==> config.mk <==
export PLATFORM = sky130hd
export DESIGN_NAME = nr_muldiv_seq
export DESIGN_NICKNAME = d
export VERILOG_FILES = /design/src/rtl/nr_pkg.sv /design/src/rtl/nr_muldiv_step.sv /design/src/rtl/nr_muldiv_seq.sv
export SDC_FILE = /design/constraint.sdc
export NUM_CORES = 1
export LEC_CHECK = 0
export ABC_AREA = 1
export BUFFER_PORTS_ARGS = -buffer_cell sky130_fd_sc_hd__buf_2
export CAP_MARGIN = 20
export CORE_MARGIN = 10
export CORE_UTILIZATION = 40
export DETAILED_ROUTE_END_ITERATION = 8
export PLACE_DENSITY_LB_ADDON = 0.05
export SETUP_SLACK_MARGIN = 0.05
export SLEW_MARGIN = 10
export SYNTH_ARGS = -nofsm -noshare
export SYNTH_HDL_FRONTEND = slang
export SYNTH_SLANG_ARGS = --single-unit
==> constraint.sdc <==
create_clock -name clk -period 2.7 [get_ports clk]
set_input_delay 0 -clock clk [delete_from_list [all_inputs] [get_ports clk]]
set_output_delay 0 -clock clk [all_outputs]
set_load 0.02 [all_outputs]
==> src/rtl/nr_pkg.sv <==
// Shared nanoRisk definitions for the multi-cycle multiply/divide sequencer.
package nr_pkg;

    localparam int unsigned NR_WORD = 8;

    localparam logic [1:0] NR_MD_MULU = 2'b00;
    localparam logic [1:0] NR_MD_DIVU = 2'b01;

    localparam logic [1:0] NR_MD_OK    = 2'b00;
    localparam logic [1:0] NR_MD_DZ    = 2'b01;
    localparam logic [1:0] NR_MD_BADOP = 2'b10;

    typedef enum logic [1:0] {
        StIdle,
        StRun,
        StDone
    } md_state_e;

endpackage

==> src/rtl/nr_muldiv_step.sv <==
// One combinational iteration of shift-add multiply or restoring divide on {hi,lo}.
module nr_muldiv_step
    import nr_pkg::*;
(
    input  logic [1:0]         op,
    input  logic [NR_WORD-1:0] hi,
    input  logic [NR_WORD-1:0] lo,
    input  logic [NR_WORD-1:0] b,
    output logic [NR_WORD-1:0] hi_nxt,
    output logic [NR_WORD-1:0] lo_nxt
);

    logic [NR_WORD:0]   sum9;
    logic [NR_WORD:0]   shifted;
    logic [NR_WORD+1:0] trial;

    always_comb begin
        sum9    = {1'b0, hi} + (lo[0] ? {1'b0, b} : '0);
        shifted = {hi, lo[NR_WORD-1]};
        // Extra top bit catches the borrow when the shifted remainder is smaller than b.
        trial   = {1'b0, shifted} - {2'b00, b};
        hi_nxt  = hi;
        lo_nxt  = lo;
        case (op)
            NR_MD_MULU: begin
                hi_nxt = sum9[NR_WORD:1];
                lo_nxt = {sum9[0], lo[NR_WORD-1:1]};
            end
            NR_MD_DIVU: begin
                if (!trial[NR_WORD+1]) begin
                    hi_nxt = trial[NR_WORD-1:0];
                    lo_nxt = {lo[NR_WORD-2:0], 1'b1};
                end else begin
                    hi_nxt = shifted[NR_WORD-1:0];
                    lo_nxt = {lo[NR_WORD-2:0], 1'b0};
                end
            end
            default: ;
        endcase
    end

endmodule

==> src/rtl/nr_muldiv_seq.sv <==
// Multi-cycle unsigned 8-bit multiply/divide sequencer: FSM, iteration counter and
// result registers around the combinational nr_muldiv_step datapath.
module nr_muldiv_seq
    import nr_pkg::*;
(
    input  logic               clk,
    input  logic               rst,
    input  logic               start,
    input  logic [1:0]         op,
    input  logic [NR_WORD-1:0] in0,
    input  logic [NR_WORD-1:0] in1,
    output logic               busy,
    output logic               done,
    output logic [NR_WORD-1:0] out_hi,
    output logic [NR_WORD-1:0] out_lo,
    output logic               zero,
    output logic [1:0]         err
);

    md_state_e          state_q, state_d;
    logic [1:0]         op_q, op_d;
    logic [NR_WORD-1:0] b_q, b_d;
    logic [NR_WORD-1:0] hi_q, hi_d;
    logic [NR_WORD-1:0] lo_q, lo_d;
    logic [2:0]         cnt_q, cnt_d;
    logic [NR_WORD-1:0] res_hi_q, res_hi_d;
    logic [NR_WORD-1:0] res_lo_q, res_lo_d;
    logic               zero_q, zero_d;
    logic [1:0]         err_q, err_d;
    logic [NR_WORD-1:0] step_hi, step_lo;

    nr_muldiv_step u_step (
        .op     (op_q),
        .hi     (hi_q),
        .lo     (lo_q),
        .b      (b_q),
        .hi_nxt (step_hi),
        .lo_nxt (step_lo)
    );

    always_comb begin
        state_d  = state_q;
        op_d     = op_q;
        b_d      = b_q;
        hi_d     = hi_q;
        lo_d     = lo_q;
        cnt_d    = cnt_q;
        res_hi_d = res_hi_q;
        res_lo_d = res_lo_q;
        zero_d   = zero_q;
        err_d    = err_q;
        case (state_q)
            StIdle, StDone: begin
                state_d = StIdle;
                if (start) begin
                    if (op[1]) begin
                        state_d  = StDone;
                        res_hi_d = '0;
                        res_lo_d = '0;
                        zero_d   = 1'b1;
                        err_d    = NR_MD_BADOP;
                    end else if (op == NR_MD_DIVU && in1 == '0) begin
                        // Divide-by-zero skips iteration; {dividend, all-ones} is never zero.
                        state_d  = StDone;
                        res_hi_d = in0;
                        res_lo_d = '1;
                        zero_d   = 1'b0;
                        err_d    = NR_MD_DZ;
                    end else begin
                        state_d = StRun;
                        op_d    = op;
                        b_d     = in1;
                        hi_d    = '0;
                        lo_d    = in0;
                        cnt_d   = '0;
                    end
                end
            end
            StRun: begin
                hi_d  = step_hi;
                lo_d  = step_lo;
                cnt_d = cnt_q + 3'd1;
                if (cnt_q == 3'd7) begin
                    state_d  = StDone;
                    res_hi_d = step_hi;
                    res_lo_d = step_lo;
                    zero_d   = ({step_hi, step_lo} == '0);
                    err_d    = NR_MD_OK;
                end
            end
            default: state_d = StIdle;
        endcase
    end

    always_ff @(posedge clk) begin
        if (rst) begin
            state_q  <= StIdle;
            op_q     <= NR_MD_MULU;
            b_q      <= '0;
            hi_q     <= '0;
            lo_q     <= '0;
            cnt_q    <= '0;
            res_hi_q <= '0;
            res_lo_q <= '0;
            zero_q   <= 1'b1;
            err_q    <= NR_MD_OK;
        end else begin
            state_q  <= state_d;
            op_q     <= op_d;
            b_q      <= b_d;
            hi_q     <= hi_d;
            lo_q     <= lo_d;
            cnt_q    <= cnt_d;
            res_hi_q <= res_hi_d;
            res_lo_q <= res_lo_d;
            zero_q   <= zero_d;
            err_q    <= err_d;
        end
    end

    assign busy   = (state_q == StRun);
    assign done   = (state_q == StDone);
    assign out_hi = res_hi_q;
    assign out_lo = res_lo_q;
    assign zero   = zero_q;
    assign err    = err_q;

endmodule

==> results.tsv, run 1 <==
stage	metric	value	unit
run_status	status	finished with violations	
run_status	violated checks	hold timing	
drt	drt drc	0	
layout	antenna cells	0	
global_routing	first-pass GRT wire length	15.16	mm
drt	post-DR wirelength/cell	14.40	um
critical_path	crit start category	flop	
critical_path	CP endpoint kind	flop	
clock_network	post-cts repair resize count	0	
critical_path	Worst Path Required	2900	ps
drt	post-route ant nets	0	
critical_path	CP dominant cell by count	nand2_1	
timing	min Tclk post-route	2307	ps
layout	area grow syn2layout	14.73	%
critical_path	CP max stage cell	dfxtp_1	
clock_network	Clock Latency Late Sink	310	ps
timing	f_max	433.4	MHz
global_routing	total track usage	15.86	%
synthesis	Post-synth EDFFs	0	
clock_network	CTS tree	yes	
timing	worst clock skew	16.65	ps
global_routing	largest net degree at the start of global routing	31	
timing	measured slew at the worst slew-check pin	723.8	ps
clock_network	Max Root-Sink Buffers	2	
timing	max_slew headroom	51.63	%
layout	non-filler instance count after layout	638	
timing	RSZ-0062 raised after global routing	false	
clock_network	Post-CTS Setup Inserts	0	
timing	Final period util	85.46	%
synthesis	largest cells by area after synthesis	dfxtp_1 31%, nand2_1 17%, a21oi_1 9.1%	
placement	HPWL after DPL	7.336	mm
synthesis	#FFs+latches synth	49	
die	row count	32	
drt	Pre-antenna DRT Iters	4	
critical_path	data arrival at the endpoint of the critical path	2510	ps
power_and_ir_drop	Cell Pwr Density	527.6	nW/um^2
critical_path	worst path cell trace	nand2_1, inv_1, ha_1, inv_1, fa_1, inv_1, nand3_1, nand2_1, a21oi_1, or2_2, nand3_1, nand2_1, nand2_1, nor2_1, nand3_1, nand2_1	
placement	IO buf count	41	
clock_network	Clock Tree Root	clkbuf_8	
clock_network	Clock Sink Count	49	
timing	Slew Limit Fails	0	
synthesis	Primary FF master, synth	dfxtp_1	
power_and_ir_drop	cell leakage power	1.862	nW
synthesis	Synth area leader	dfxtp_1	
timing	Hold Slack	-2.388	ps
placement	Cells after DPL	627	
drt	routed vias	3149	
synthesis	Mapped Nets	533	
run	maxcap violations	0	
drt	aggregate routed wire length	9.185	mm
global_routing	initial antenna violation count	0	
layout	fill count	865	
power_and_ir_drop	VDD IR max	0.2620	mV
placement	gp weighted congestion	0.8986	
synthesis	Netlist cell types	35	
layout	layout net count	576	
synthesis	most common cell in the netlist	nand2_1	
drt	DR vias/cell	4.936	
clock_network	cts bufs inserted	5	
critical_path	Critical Path Fanout Max	10	
global_routing	number of global-route vias before repair	3059	
critical_path	crit path kind	flop to flop	
drt	initial DRC count	171	
die	Die X-Extent	109.2	um
synthesis	Cells after Synth	492	
synthesis	sequential cell area fraction in the yosys report	30.79	%
die	full die area	11930	sq um
die	Initial Utilization	41.22	%
clock_network	number of H-tree levels	2	
clock_network	Clock Pin Slew Worst Setup and Hold Paths	100	ps
synthesis	most common library cells after synthesis	148 x nand2_1, 69 x inv_1, 58 x a21oi_1	
timing	Hold Fails Final Rpt	2	
synthesis	post-synth design cell area	3186	sq um
worst_hold_path	worst min path class	input pin to flop	
critical_path	crit-path max cell delay	500	ps
layout	layout cells sized above 1	14.18	%
die	core area	7727	sq um
timing	setup_tns	0	ps
synthesis	Yosys warning total	0	
synthesis	FFs w/ async S/R, synth	0	%
die	I/O pin count	42	
die	height of the chip	109.2	um
synthesis	synthesized area per cell	6.475	sq um
synthesis	Yosys top cell area share	30.79	%
timing	Setup-failing EPs final	0	
global_routing	total gr overflow	0	
-- registers in the layout, summed over array words and instances, names as in the netlist --
signal	cells
op_q	1
zero	1
hi_q	8
out_hi	8
state_q	2
err	2
b_q	8
lo_q	8
cnt_q	3
out_lo	8
-- timing repair --
item                                    CTS  global route
endpoints found under the setup margin    0             0
endpoints found under the hold margin     2             1
hold buffers                              2             1
-- where the power goes --
group	switching [mW]	internal [mW]
sequential	0.0315	0.772
clock	0.265	0.373
combinational	0.320	0.167
total	0.616	1.31
-- layer usage --
layer  GRT usage (%)  vias up  share of wire, %  wire (um)
met3           2.478        8               3.3        305
met5               0        -                 0          0
met4           3.810        0               1.3        123
met1           19.07     1432                44       4086
met2           28.75       45                51       4669
li1                -     1664                 -          -
-- cells in the final DEF (no fill, tap or decap), types with 2 or more instances in the layout --
master and n:
nand2_1 148, inv_1 69, a21oi_1 58, dfxtp_1 49, buf_2 41, nand3_1 34
nor2_1 27, o21ai_0 21, ha_1 18, nand4_1 9, buf_4 9, or2_2 7
a31oi_1 7, clkbuf_8 5, clkinv_1 3, nand2_2 3, dlygate4sd3_1 3, nor3_1 2
nand3_4 2, nand3b_1 2, o211ai_1 2, fa_1 2, bufinv_16 2
-- path summary, 6_finish.rpt --
kind            from      to  slack (ps)  depth (start not counted)
max reg2reg  lo_q[0]    zero         390                         16
max          lo_q[0]    zero         390                         16
min            op[1]  err[1]          -2                          3
min reg2reg   err[1]  err[1]         470                          2
-- logic make-up (layout without fill, tap and decap cells) --
logic type,after synthesis,after routing,share of synthesized area [%]
muxes,1,1,0.3142
AOI/OAI and AO/OA,91,91,15.28
adders and majority gates,20,20,8.327
DFF,49,49,30.79
buffers and inverters,89,133,11.59
and+or+nand+nor,240,240,33.15
xor gates and xnor gates,2,2,0.5500
-- critical path: cells and delay by family, from the launching register on --
kind                     cells  cell delay (ps)
AO/OA/AOI/OAI                1               90
AND/OR/NAND/NOR             10              900
flip-flops                   1              500
adder cells (fa/ha/maj)      2              500
buffers and inverters        3              210
-- metrics by stage --
step                util [%]  hold slack, ps  cell area (sq um)  total power [mW]  worst slack, ps
floorplan                  -           144.3               3186             1.174            500.6
finish                 47.30          -2.388               3655             1.928            392.7
global placement       45.13           277.5               3487             1.305            464.3
CTS                    47.17          0.3332               3645             1.947            398.9
detailed placement     45.13           282.1               3487             1.307            399.8
global route           47.30           3.372               3655             2.043            137.5
-- area by class of cell --
cell class | count | area [sq um] | share of cell area, %
tap | 102 | 127.6 | 3.492
timing repair buffer | 53 | 302.8 | 8.285
inverter | 72 | 270.3 | 7.395
multi-input combinational | 354 | 1836 | 50.22
clock buffer | 5 | 68.82 | 1.883
sequential | 49 | 980.9 | 26.84
clock inverter | 3 | 68.82 | 1.883
(Power assumes the default switching activity.)
==> run 2: changes to the inputs <==
==> constraint.sdc (replaced) <==
create_clock -name clk -period 2.5 [get_ports clk]
set_input_delay 0 -clock clk [delete_from_list [all_inputs] [get_ports clk]]
set_output_delay 0 -clock clk [all_outputs]
set_load 0.02 [all_outputs]
==> results.tsv, run 2 (synthesized netlist as in run 1, its figures left out) <==
stage	metric	value	unit
timing	Slew Limit Fails	0	
global_routing	number of global-route vias before repair	3057	
clock_network	Clock Pin Slew Worst Setup and Hold Paths	90	ps
critical_path	worst path cell trace	buf_4, nand2_1, fa_1, inv_1, nand3_1, nand2_1, a21oi_1, or2_2, nand3_1, nand3_1, a21oi_1	
die	full die area	11930	sq um
global_routing	total track usage	15.87	%
die	Die X-Extent	109.2	um
placement	Placed Area	3507	sq um
layout	commonest non-fill, non-tap cell in the layout	nand2_1	
critical_path	CP dominant cell by count	nand3_1	
drt	post-DR wirelength/cell	14.16	um
placement	IO buf count	41	
drt	aggregate routed wire length	9.020	mm
placement	gp weighted congestion	0.8705	
clock_network	Clock Tree Root	clkbuf_8	
layout	layout cells sized above 1	14.02	%
critical_path	crit-path max cell delay	400	ps
drt	DR vias/cell	4.892	
power_and_ir_drop	cell leakage power	1.835	nW
timing	Final period util	88.51	%
run_status	status	complete, no violations	
critical_path	Top delay family on crit path	simple AND/OR/NAND/NOR gates	
power_and_ir_drop	P_int	1.215	mW
global_routing	met2 Use GR	28.02	%
critical_path	CP endpoint kind	flop	
layout	layout net count	575	
global_routing	first-pass GRT wire length	15.17	mm
clock_network	CTS Hold Bufs	1	
global_routing	total gr overflow	0	
critical_path	data arrival at the endpoint of the critical path	2450	ps
critical_path	Critical Path Fanout Max	9	
die	I/O pin count	42	
clock_network	CTS tree	yes	
worst_hold_path	Hold Crit Depth	3	
layout	antenna cells	0	
critical_path	worst r2r path cells	11	
timing	Hold Slack	6.655	ps
drt	initial DRC count	174	
critical_path	CP max stage cell	fa_1	
placement	Post-Place Setup Slack	302.4	ps
clock_network	Clock Sink Count	49	
timing	min Tclk post-route	2213	ps
critical_path	crit start category	flop	
timing	Hold Fails Final Rpt	0	
die	Initial Utilization	41.22	%
timing	f_max	451.9	MHz
power_and_ir_drop	Cell Pwr Density	516.2	nW/um^2
timing	setup_tns	0	ps
die	core area	7727	sq um
global_routing	initial antenna violation count	0	
critical_path	CP Depth	11	
global_routing	most used routing layer	met2	
power_and_ir_drop	VDD IR max	0.2518	mV
layout	area grow syn2layout	13.04	%
drt	Pre-antenna DRT Iters	4	
critical_path	Worst Path Buf+Inv	2	
timing	RSZ-0062 raised after global routing	false	
clock_network	cts bufs inserted	5	
critical_path	crit path kind	flop to flop	
clock_network	post-cts repair resize count	0	
drt	post-route ant nets	0	
power_and_ir_drop	Pwr Total	1.859	mW
layout	final instance area	3601	sq um
timing	measured slew at the worst slew-check pin	554.5	ps
clock_network	Clock Latency Late Sink	300	ps
global_routing	M1 GR Usage	19.38	%
placement	HPWL after DPL	7.170	mm
critical_path	Worst Path Required	2740	ps
die	row count	32	
timing	setup ws final	287.2	ps
power_and_ir_drop	Comb power frac	28.4	%
drt	routed vias	3116	
timing	worst clock skew	5.605	ps
clock_network	number of H-tree levels	2	
global_routing	largest net degree at the start of global routing	32	
global_routing	grt met3 use	2.714	%
clock_network	Post-CTS Setup Inserts	0	
run	maxcap violations	0	
drt	drt drc	0	
power_and_ir_drop	Flop pwr share	46.5	%
power_and_ir_drop	Clk network pwr share	25.1	%
power_and_ir_drop	switching power total	0.6434	mW
layout	most frequent cells in the layout	148 x nand2_1, 69 x inv_1, 58 x a21oi_1	
clock_network	Max Root-Sink Buffers	2	
die	height of the chip	109.2	um
power_and_ir_drop	Sw Ratio	34.61	%
worst_hold_path	worst min path class	input pin to flop	
timing	max_slew headroom	62.80	%
timing	Setup-failing EPs final	0	
[run 2: changes by cell type in the layout (fill, tap and decap cells not counted)]
| cell | previous run | this run |
|---|---|---|
| inv_6 | 1 | 0 |
| bufinv_16 | 2 | 0 |
| buf_12 | 0 | 1 |
| clkinvlp_4 | 0 | 1 |
| dlygate4sd3_1 | 3 | 1 |
| clkbuf_1 | 0 | 2 |
[run 2: path summary, 6_finish.rpt]
kind	from	end	slack [ps]
hold / removal	in1[2]	b_q[2]	7
setup reg to reg	lo_q[0]	out_hi[5]	290
setup / recovery	lo_q[0]	out_hi[5]	290
hold reg to reg	out_lo[7]	out_lo[7]	460
[run 2: cell type report]
cell class / count / area (sq um)
clock buffer: 7 / 76.32
clock inverter: 1 / 7.507
fill: 855 / 4126
inverter: 72 / 270.3
multi-input combinational: 354 / 1836
sequential: 49 / 980.9
tap: 102 / 127.6
timing repair buffer: 52 / 302.8
[run 2: metal layers]
metal | vias up | wire length (um)
met3 | 9 | 309
met4 | 0 | 147
li1 | 1658 | -
met5 | - | 0
met1 | 1400 | 4018
met2 | 49 | 4543
[run 2: power groups by stage]
stage	clock (mW)	sequential, mW	combinational, mW
global placement	0	0.882	0.530
CTS	0.488	0.865	0.532
finish	0.467	0.864	0.529
floorplan	0	0.911	0.358
global route	0.521	0.871	0.600
detailed placement	0	0.882	0.530
[run 2: worst min-delay path, stage by stage]
cell	delay (ps)
buf_2	90
o21ai_0	70
a21oi_1	110
[run 2: metrics by stage]
stage,cells,util [%]
floorplan,492,-
global placement,628,45.39
detailed placement,628,45.39
CTS,637,46.60
global route,637,46.60
finish,637,46.60
